### config.mk
export PLATFORM = sky130hd
export DESIGN_NAME = corr_peak_detector
export DESIGN_NICKNAME = d
export VERILOG_FILES = /design/src/rtl/corr_peak_detector.sv
export SDC_FILE = /design/constraint.sdc
export NUM_CORES = 1
export LEC_CHECK = 0
export CAP_MARGIN = 30
export CORE_MARGIN = 5
export CORE_UTILIZATION = 35
export CTS_CLUSTER_SIZE = 40
export DETAILED_ROUTE_END_ITERATION = 16
export MAX_ROUTING_LAYER = met4
export PLACE_DENSITY = 0.63
export RECOVER_POWER = 50
export SYNTH_ARGS = -nofsm -noshare
export SYNTH_HDL_FRONTEND = slang
export SYNTH_SLANG_ARGS = --single-unit
export TNS_END_PERCENT = 100
### constraint.sdc
create_clock -name clk -period 6.07 [get_ports clk]
set_input_delay 1.5175 -clock clk [delete_from_list [all_inputs] [get_ports clk]]
set_output_delay 1.5175 -clock clk [all_outputs]
set_load 0.02 [all_outputs]
### src/rtl/corr_peak_detector.sv
// Per-sweep peak search over a stream of unsigned correlation values; reports {max, lag} via valid/ready.
// Optional build macro CORR_THRESHOLD_EN adds a threshold port captured at start and drives peak_above.
module corr_peak_detector #(
    parameter int WIDTH    = 256,
    parameter int C_WIDTH  = 8,
    parameter int NUM_LAGS = (1 << C_WIDTH)
) (
    input  logic               clk,
    input  logic               reset,
    input  logic               start,
    input  logic               in_valid,
    output logic               in_ready,
    input  logic [C_WIDTH-1:0] in_lag,
    input  logic [WIDTH-1:0]   in_value,
    input  logic               in_last,
    output logic               peak_valid,
    input  logic               peak_ready,
    output logic [WIDTH-1:0]   peak_value,
    output logic [C_WIDTH-1:0] peak_lag,
    output logic               peak_above,
    output logic               busy,
    output logic               order_err
`ifdef CORR_THRESHOLD_EN
    ,
    input  logic [WIDTH-1:0]   threshold
`endif
);

    typedef enum logic [1:0] {IDLE, SCAN, REPORT} state_t;

    localparam logic [C_WIDTH:0] LAST_CNT = (C_WIDTH+1)'(NUM_LAGS - 1);

    state_t             state, state_n;
    logic [WIDTH-1:0]   max_q;
    logic [C_WIDTH-1:0] lag_q;
    logic [C_WIDTH:0]   cnt_q;
    logic               seen_q;
    logic               oerr_q;
    logic               accept;
    logic               close;
`ifdef CORR_THRESHOLD_EN
    logic [WIDTH-1:0]   thr_q;
`endif

    assign accept = in_valid && in_ready;
    assign close  = accept && (in_last || (cnt_q == LAST_CNT));

    always_ff @(posedge clk) begin
        if (reset) state <= IDLE;
        else       state <= state_n;
    end

    always_comb begin
        state_n = state;
        case (state)
            IDLE:    if (start)      state_n = SCAN;
            SCAN:    if (close)      state_n = REPORT;
            REPORT:  if (peak_ready) state_n = IDLE;
            default:                 state_n = IDLE;
        endcase
    end

    always_comb begin
        in_ready   = (state == SCAN);
        peak_valid = (state == REPORT);
        busy       = (state != IDLE);
`ifdef CORR_THRESHOLD_EN
        peak_above = (state == REPORT) && (max_q >= thr_q);
`else
        peak_above = (state == REPORT);
`endif
    end

    // Running max: strict '>' keeps the earliest lag on ties; seen forces capture of the first sample.
    always_ff @(posedge clk) begin
        if (reset) begin
            max_q  <= '0;
            lag_q  <= '0;
            cnt_q  <= '0;
            seen_q <= 1'b0;
            oerr_q <= 1'b0;
        end else if (state == IDLE && start) begin
            max_q  <= '0;
            lag_q  <= '0;
            cnt_q  <= '0;
            seen_q <= 1'b0;
            oerr_q <= 1'b0;
        end else if (accept) begin
            if (!seen_q || in_value > max_q) begin
                max_q <= in_value;
                lag_q <= in_lag;
            end
            seen_q <= 1'b1;
            if ({1'b0, in_lag} != cnt_q) oerr_q <= 1'b1;
            cnt_q <= cnt_q + 1'b1;
        end
    end

`ifdef CORR_THRESHOLD_EN
    always_ff @(posedge clk) begin
        if (reset)                    thr_q <= '0;
        else if (state == IDLE && start) thr_q <= threshold;
    end
`endif

    assign peak_value = max_q;
    assign peak_lag   = lag_q;
    assign order_err  = oerr_q;

endmodule

==> metrics.md, run 1 <==
| Metric | Value |
|---|---|
| Status | finished, final reports clean |
| Gp weighted congestion | 0.9704 |
| Post-CTS setup buffer count | 0 |
| Peak supply drop | 0.0001704 V |
| Number of flops mapped to enable cells by yosys | 0 |
| Commonest cells after routing, fill and taps aside | nand2_1, dfxtp_1, clkdlybuf4s50_1 |
| Worst endpoint data arrival time | 5.43 ns |
| Final wirelength | 60840 um |
| First-pass GRT wire length | 92660 um |
| Met3 routed WL | 5520 um |
| Seq pwr share | 0.379 |
| I/O pin count | 539 |
| Clk slew on worst S/H paths | 0.06 ns |
| Syn-to-layout area delta | 42.01% |
| Internal power | 0.003653 W |
| YS warnings | 0 |
| Skew final | 0.01368 ns |
| Hold Crit Class | register to register |
| Setup TNS | 0 ns |
| Die area | 54450 um2 |
| Vias in the first global route | 16560 |
| Initial Util | 0.3552 |
| Design area | 24800 um2 |
| CP Capture Type | register |
| CTS tree | built |
| H-tree depth | 2 |
| P_leak | 9.874 nW |
| Pins Over Slew Limit | 0 |
| Vias after detailed routing | 16400 |
| Total gr overflow | 0 |
| Clock sink total | 277 |
| Area leader, netlist | dfxtp_1 |
| Hold path start | peak_lag[3] |
| 1st-iter DRT viols | 722 |
| Top-area cell type share of the netlist area | 0.3176 |
| Crit. Startpoint | in_value[251] |
| Syn Inst Count | 2145 |
| Final hold slack | 0.4575 ns |
| Die Span X | 233.4 um |
| Top cells by area, synth | dfxtp_1, ha_1, mux2i_1, nand2_1, inv_1 |
| Setup Viol. Count Final | 0 |
| CP max FO | 35 |
| Top sig layer | met4 |
| Commonest non-fill, non-tap cell in the layout | nand2_1 |
| Logic pwr share | 0.196 |
| Yosys reg bits | 277 |
| Fraction of registers with async set or reset after synthesis | 0 |
| Crit path required time | 6.53 ns |
| Sw Pwr | 0.001391 W |
| Layout cell share with drive strength beyond 1 | 0.03063 |
| Routed Antenna Nets | 0 |
| Final Hold Fails | 0 |
| Startpoint Class | input pin |
| Gr usage total | 0.2207 |
| Clk Latency, worst-skew pair | 0.54 ns |
| Tot Pwr | 0.005044 W |
| Cell Rows | 81 |
| Core region area | 49150 um2 |
| Relative slew slack | 0.4331 |
| Footprint of the multi-input gates | 10500 um2 |
| TritonRoute pass-1 iters | 5 |
| CP Class | input pin to register |
| CTS root buf | clkbuf_16 |
| Initial antenna violation count | 10 |
| Clock Power Share | 0.425 |
| Met2 WL | 29860 um |
| RSZ-0062 raised after global routing | false |
| Reg area | 5545 um2 |
| Routed WL per cell | 18.15 um |
| Max Freq | 0.2009 GHz |
| Fill cells | 4708 |
| Met1 wire length | 23960 um |
| Register area share after synthesis | 0.3176 |
| Post-DP Area | 23600 um2 |
| Syn nets | 2673 |
| Num CTS Buffers | 34 |
| Max Root-Sink Buffers | 3 |
| DP Wirelength | 49240 um |
| Slew @ Worst Pin | 0.8426 ns |
| Switching Share | 0.2758 |
| Reg2reg start | peak_value[249] |
| Netlist Area Pre-Place | 17460 um2 |
| Max-Cap Viols | 0 |
| # port buffers | 538 |
| Largest net degree at the start of global routing | 178 |
| Power per standard cell area | 203.4 nW/um2 |
| Syn Area/Cell | 8.140 um2 |
| Tcrit/Tclk final | 0.8202 |
| Final #Nets | 3181 |
| Drt drc | 0 |
| Netlist cell types | 49 |
| Vias/cell | 4.892 |
| Top FF cell, synth | dfxtp_1 |
| Final min period | 4.978 ns |
| Die Y | 233.4 um |
| # hold bufs at CTS | 0 |
| # resized after CTS | 0 |
==> state kept, by name (all words and copies together), names as in the netlist <==
signal / flops
seen_q: 1
state: 2
order_err: 1
peak_value: 256
peak_lag: 8
cnt_q: 9
==> synthesized netlist by cell type, types with 3 or more instances <==
library cell / count
nand2_1: 586
dfxtp_1: 277
mux2i_1: 265
inv_1: 264
ha_1: 258
a21oi_1: 102
nand4_1: 64
clkbuf_1: 61
nand3_1: 33
nor2_1: 31
buf_4: 27
o21ai_0: 25
a21o_1: 22
nor3_1: 16
a211oi_1: 13
nor4_1: 13
xor2_1: 11
a221oi_1: 8
o21ai_1: 7
nor2b_1: 6
nand2b_1: 5
a2111oi_0: 4
o211ai_1: 4
a221o_1: 3
buf_2: 3
o31ai_1: 3
or3_1: 3
==> cell type report <==
class | instances | area share
multi-input combinational | 1513 | 0.4236
timing repair buffer | 563 | 0.2309
sequential | 277 | 0.2236
clock buffer | 54 | 0.04395
inverter | 264 | 0.03997
tap | 664 | 0.03351
clock inverter | 6 | 0.003330
antenna | 11 | 0.001110
==> power groups by stage <==
stage | logic, W | clock network (W) | registers (W)
after floorplan | 0.000481 | 0 | 0.00200
after global placement | 0.000992 | 0 | 0.00195
after detailed placement | 0.00101 | 0 | 0.00195
after CTS | 0.00102 | 0.00221 | 0.00191
after global routing | 0.00109 | 0.00228 | 0.00192
final | 0.000987 | 0.00214 | 0.00191
==> cells by family after synthesis <==
group                    Yosys count  synth area share
AO/OA/AOI/OAI                    210           0.07281
XOR/XNOR                          13          0.006521
adder cells (fa/ha/maj)          258            0.1849
buffers and inverters            355           0.08234
flip-flops                       277            0.3176
multiplexers                     265            0.1519
AND/OR/NAND/NOR                  767            0.1839
==> path summary, 6_finish.rpt <==
check	to	depth (start not counted)	slack (ns)
worst max register to register	peak_value[147]	14	2.12
worst max-delay path	peak_value[147]	14	1.09
worst min-delay path	peak_lag[3]	2	0.46
worst min register to register	peak_lag[3]	2	0.46
==> stage by stage <==
stage	worst slack, ns	instances	util
final	1.092	3352	0.5044
after global routing	0.7839	3351	0.5044
after CTS	0.9559	3341	0.5039
after detailed placement	0.4175	3281	0.4800
after global placement	0.2219	3280	0.4798
after floorplan	2.178	2145	-
==> worst max-delay path, stage by stage <==
cell	delay, ns
clkdlybuf4s50_1	0.43
ha_1	0.33
nand4_1	0.20
nor4_1	0.55
nand3b_1	0.25
nor3_1	0.40
o41ai_1	0.17
clkdlybuf4s18_2	0.27
nand3_1	0.10
a211oi_1	0.11
o22ai_4	0.26
buf_12	0.29
buf_4	0.26
mux2i_1	0.21
==> per-layer routing <==
metal | vias up | global-route usage
met4 | 0 | 0.05981
met1 | 7645 | 0.2419
met2 | 434 | 0.3854
met3 | 85 | 0.07269
met5 | - | -
li1 | 8233 | -
Note: power is estimated with default switching activity, not from simulation.
==> run 2, diff against run 1 <==
PLACE_DENSITY = 0.65   (was 0.63)
clock period = 4.52 ns   (was 6.07 ns; I/O delays follow)
==> run 2 against run 1 <==
Against the previous run:
- clock skew rose by 0.0088 ns
- via count rose by 1.7%
- non-clock buffer count rose by 42
- clock-buffer cell count rose by 1
- critical endpoint is now peak_value[41]
- highest routed layer unchanged
==> metrics.md, run 2 (synthesis gave the netlist of run 1 again) <==
| Metric | Value |
|---|---|
| Status | finished, final reports clean |
| Worst endpoint data arrival time | 4.57 ns |
| Clk Latency, worst-skew pair | 0.54 ns |
| Largest register FFs | 256 |
| Pins Over Slew Limit | 0 |
| Final hold slack | 0.4619 ns |
| Setup Viol. Count Final | 0 |
| Hold Crit Class | register to register |
| Vias/cell | 4.911 |
| Place WS | -0.6065 ns |
| Die Y | 233.4 um |
| Commonest cells after routing, fill and taps aside | nand2_1, dfxtp_1, clkdlybuf4s50_1 |
| Routed Antenna Nets | 0 |
| Max Root-Sink Buffers | 3 |
| Commonest non-fill, non-tap cell in the layout | nand2_1 |
| Setup TNS | 0 ns |
| Reg area | 5545 um2 |
| Startpoint Class | input pin |
| Core region area | 49150 um2 |
| Initial antenna violation count | 10 |
| 1st-iter DRT viols | 780 |
| Vias after detailed routing | 16680 |
| Tcrit/Tclk final | 0.9206 |
| Slew @ Worst Pin | 0.8039 ns |
| CP Capture Type | register |
| Cell Rows | 81 |
| Total gr overflow | 0 |
| Syn-to-layout area delta | 44.28% |
| Gp weighted congestion | 0.9833 |
| Initial Util | 0.3552 |
| Largest net degree at the start of global routing | 168 |
| CTS root buf | clkbuf_16 |
| Peak supply drop | 0.0001893 V |
| Layout cell share with drive strength beyond 1 | 0.04557 |
| First-pass GRT wire length | 93230 um |
| Die area | 54450 um2 |
| # port buffers | 538 |
| Routed WL per cell | 18.23 um |
| Max-Cap Viols | 0 |
| P_leak | 10.10 nW |
| Clock sink total | 277 |
| Num CTS Buffers | 35 |
| Final min period | 4.161 ns |
| Skew final | 0.02243 ns |
| Gr usage total | 0.2237 |
| I/O pin count | 539 |
| Relative slew slack | 0.4641 |
| Die Span X | 233.4 um |
| H-tree depth | 2 |
| Vias in the first global route | 16690 |
| Fill cells | 4558 |
| Crit path required time | 4.93 ns |
| TritonRoute pass-1 iters | 5 |
| RSZ-0062 raised after global routing | false |
| CTS tree | built |
| Final std cells w/o fill | 3397 |
| Max Freq | 0.2403 GHz |
| Power per standard cell area | 269.0 nW/um2 |
| DP Wirelength | 50990 um |
| CP Class | input pin to register |
| Clk slew on worst S/H paths | 0.06 ns |
| Final #Nets | 3224 |
| Worst Slack Setup Final | 0.3588 ns |
| Final Hold Fails | 0 |
| CP max FO | 25 |
| Footprint of the multi-input gates | 10520 um2 |
| Final Util | 0.5125 |
| Post-placement cell count | 3323 |
| Final wirelength | 61920 um |
| Drt drc | 0 |
==> run 2: changes by cell type in the layout (fill, tap and decap cells not counted), moves of 2 or more <==
cell             change
clkbuf_8             -3
dlygate4sd3_1        -2
buf_12               +7
clkdlybuf4s50_1      +2
buf_4               +36
clkbuf_1             +4
==> run 2: worst paths after layout <==
kind	start	endpoint	slack [ns]	cells after the start
worst max-delay path	in_value[141]	peak_value[41]	0.36	15
worst max register to register	peak_value[141]	peak_value[41]	1.03	15
worst min register to register	order_err	order_err	0.46	2
worst min-delay path	order_err	order_err	0.46	2
==> run 2: metrics by stage <==
stage	instance area, um2	power, W
floorplan	17460	0.003337
global placement	24000	0.003993
detailed placement	24000	0.004024
CTS	25150	0.006900
global route	25190	0.007107
finish	25190	0.006778
==> run 2: critical path, stage by stage <==
cell and delay, ns:
clkdlybuf4s50_1 0.44, ha_1 0.32, a21o_1 0.16, a21o_1 0.17, a221o_1 0.36, o31a_1 0.27, o41ai_2 0.35, buf_4 0.20
nand3_1 0.13, a211oi_1 0.20, buf_4 0.18, o22ai_4 0.11, buf_12 0.20, buf_12 0.18, mux2i_1 0.13
==> run 2: routing by layer <==
metal,GRT usage,up-vias,wire length (um)
met5,-,-,0
met4,0.06517,0,1496
met3,0.06029,87,4935
met2,0.3866,505,30330
met1,0.2547,7788,25160
li1,-,8303,-
==> run 2: repair_timing <==
| action | in CTS | in global routing |
|---|---|---|
| setup endpoints to repair | 61 | 49 |
| hold buffers | 0 | 0 |
| setup buffers | 0 | 0 |
| gates resized for setup | 1 | 1 |
==> run 2: cell type report <==
| type | count | share of cell area |
|---|---|---|
| well taps | 664 | 0.03298 |
| clock inverters | 7 | 0.003526 |
| clock buffers | 55 | 0.04222 |
| repair buffers | 605 | 0.2432 |
| flip-flops and latches | 277 | 0.2201 |
| diodes | 12 | 0.001192 |
| inverters | 264 | 0.03934 |
| multi-input cells | 1513 | 0.4175 |
==> run 2: power breakdown <==
| part | internal [W] | total (W) | switching, W |
|---|---|---|---|
| Sequential | 0.00251 | 0.00257 | 0.0000615 |
| Clock | 0.00173 | 0.00284 | 0.00111 |
| Combinational | 0.000658 | 0.00137 | 0.000711 |
==> run 3, diff against run 2 <==
CORE_UTILIZATION = 43   (was 35)
PLACE_DENSITY = 0.78   (was 0.65)
==> run 3 against run 2 <==
Against the previous run:
- clock skew is 0.0026 ns lower
- combinational power hardly changed
- via count is 0.82% higher
- clock-buffer cell count is 5 lower
- sequential cell count stayed put
- cell count is 4.6% lower
- worst hold slack worse by 0.0041 ns
- sequential power hardly changed
- critical path depth stayed put
- total power is 2.3% lower
- critical endpoint is now peak_value[21]
- largest power group unchanged
==> metrics.md, run 3 (synthesis gave the netlist of run 1 again) <==
| Metric | Value |
|---|---|
| CP max FO | 24 |
| # hold bufs at CTS | 0 |
| Slew @ Worst Pin | 1.134 ns |
| R2R cell count | 13 |
| Vias/cell | 5.191 |
| Final hold slack | 0.4578 ns |
| Cell Rows | 73 |
| Max Freq | 0.2373 GHz |
| Most Used Layer, Global Route | met2 |
| Worst Hold Endpoint | peak_lag[3] |
| Die area | 44740 um2 |
| CP Class | input pin to register |
| Setup Viol. Count Final | 0 |
| First-pass GRT wire length | 91380 um |
| P_leak | 9.974 nW |
| Clk slew on worst S/H paths | 0.06 ns |
| Total gr overflow | 0 |
| Clk Latency, worst-skew pair | 0.54 ns |
| Register-to-register setup slack | 0.98 ns |
| Skew final | 0.01985 ns |
| Reg2reg end | peak_value[21] |
| Final min period | 4.215 ns |
| Routed Antenna Nets | 0 |
| Peak supply drop | 0.0002255 V |
| Routing usage on met3 | 0.07750 |
| Hold Crit Class | register to register |
| Routed WL per cell | 18.50 um |
| Vias after detailed routing | 16820 |
| CTS root buf | clkbuf_16 |
| Gp weighted congestion | 0.9989 |
| Footprint of the multi-input gates | 10520 um2 |
| M2 GR Usage | 0.4621 |
| Post-CTS setup buffer count | 0 |
| Die Y | 211.5 um |
| Num CTS Buffers | 35 |
| # port buffers | 538 |
| Crit path required time | 4.97 ns |
| H-tree depth | 2 |
| Max-Cap Viols | 0 |
| Syn-to-layout area delta | 42.09% |
| Startpoint Class | input pin |
| Max Root-Sink Buffers | 3 |
| Pins Over Slew Limit | 0 |
| Tot Pwr | 0.006622 W |
| Commonest non-fill, non-tap cell in the layout | nand2_1 |
| Final Hold Fails | 0 |
| Design area | 24810 um2 |
| Post-DP Area | 23690 um2 |
| # resized after CTS | 1 |
| CTS tree | built |
| Clock sink total | 277 |
| Final #Nets | 3210 |
| Commonest cells after routing, fill and taps aside | nand2_1, dfxtp_1, clkdlybuf4s50_1 |
| Vias in the first global route | 16820 |
| RSZ-0062 raised after global routing | false |
| Die Span X | 211.5 um |
| Power per standard cell area | 266.9 nW/um2 |
| GRT met1 Usage | 0.2844 |
| I/O pin count | 539 |
| TritonRoute pass-1 iters | 6 |
| Status | finished, final reports clean |
| Layout cell share with drive strength beyond 1 | 0.03886 |
| Hold Crit Depth | 2 |
| Largest net degree at the start of global routing | 265 |
| Fill cells | 3381 |
| Initial antenna violation count | 10 |
| Tcrit/Tclk final | 0.9325 |
| Largest register FFs | 256 |
| Reg2reg start | peak_value[14] |
| Gr usage total | 0.2627 |
| DP Wirelength | 48400 um |
| Reg area | 5545 um2 |
| Relative slew slack | 0.2441 |
| Drt drc | 0 |
| Final wirelength | 59940 um |
| CP Capture Type | register |
| 1st-iter DRT viols | 912 |
| Core region area | 39910 um2 |
| Hold path start | peak_lag[3] |
| Initial Util | 0.4374 |
| Worst endpoint data arrival time | 4.66 ns |
[run 3: critical path, cell delays in order]
cell,delay [ns]
clkdlybuf4s50_1,0.53
ha_1,0.36
nand4_1,0.12
nor3_1,0.30
nand4_1,0.21
buf_4,0.19
nor4_2,0.27
buf_4,0.17
nand2_1,0.06
o31ai_1,0.42
buf_4,0.20
o22ai_4,0.09
buf_12,0.21
buf_12,0.18
mux2i_1,0.19
[run 3: power by group]
part	leakage, nW	internal, W	switching [W]
Sequential	2.24	0.00251	0.0000562
Combinational	7.20	0.000646	0.000704
Clock	0.530	0.00161	0.00109
[run 3: worst max path at each step]
stage,from,endpoint,cells after the start
after floorplan,in_value[141],peak_value[175],12
after detailed placement,in_value[15],peak_value[21],13
after global routing,in_value[15],peak_value[21],13
final,in_value[179],peak_value[21],15
after CTS,in_value[15],peak_value[21],13
after global placement,in_value[14],peak_value[183],13
[run 3: layout make-up]
cell class | count | area share
diodes | 13 | 0.001311
clock buffers | 50 | 0.04090
flip-flops and latches | 277 | 0.2235
well taps | 525 | 0.02648
clock inverters | 7 | 0.002673
multi-input cells | 1513 | 0.4238
inverters | 264 | 0.03994
repair buffers | 591 | 0.2414
[run 3: metrics by stage]
stage	TNS, ns	std cells	setup slack [ns]	util
after floorplan	0	2145	1.015	-
final	0	3240	0.3053	0.6216
after global placement	-122.68	3169	-0.5249	0.5934
after global routing	0	3237	0.01933	0.6214
after CTS	0	3227	0.1710	0.6207
after detailed placement	-138.15	3170	-0.6102	0.5935
[run 3: metal layers]
metal	routed length (um)	part of all wire
met5	0	0
met4	1746	0.029
met3	5320	0.089
met2	29820	0.50
met1	23050	0.38
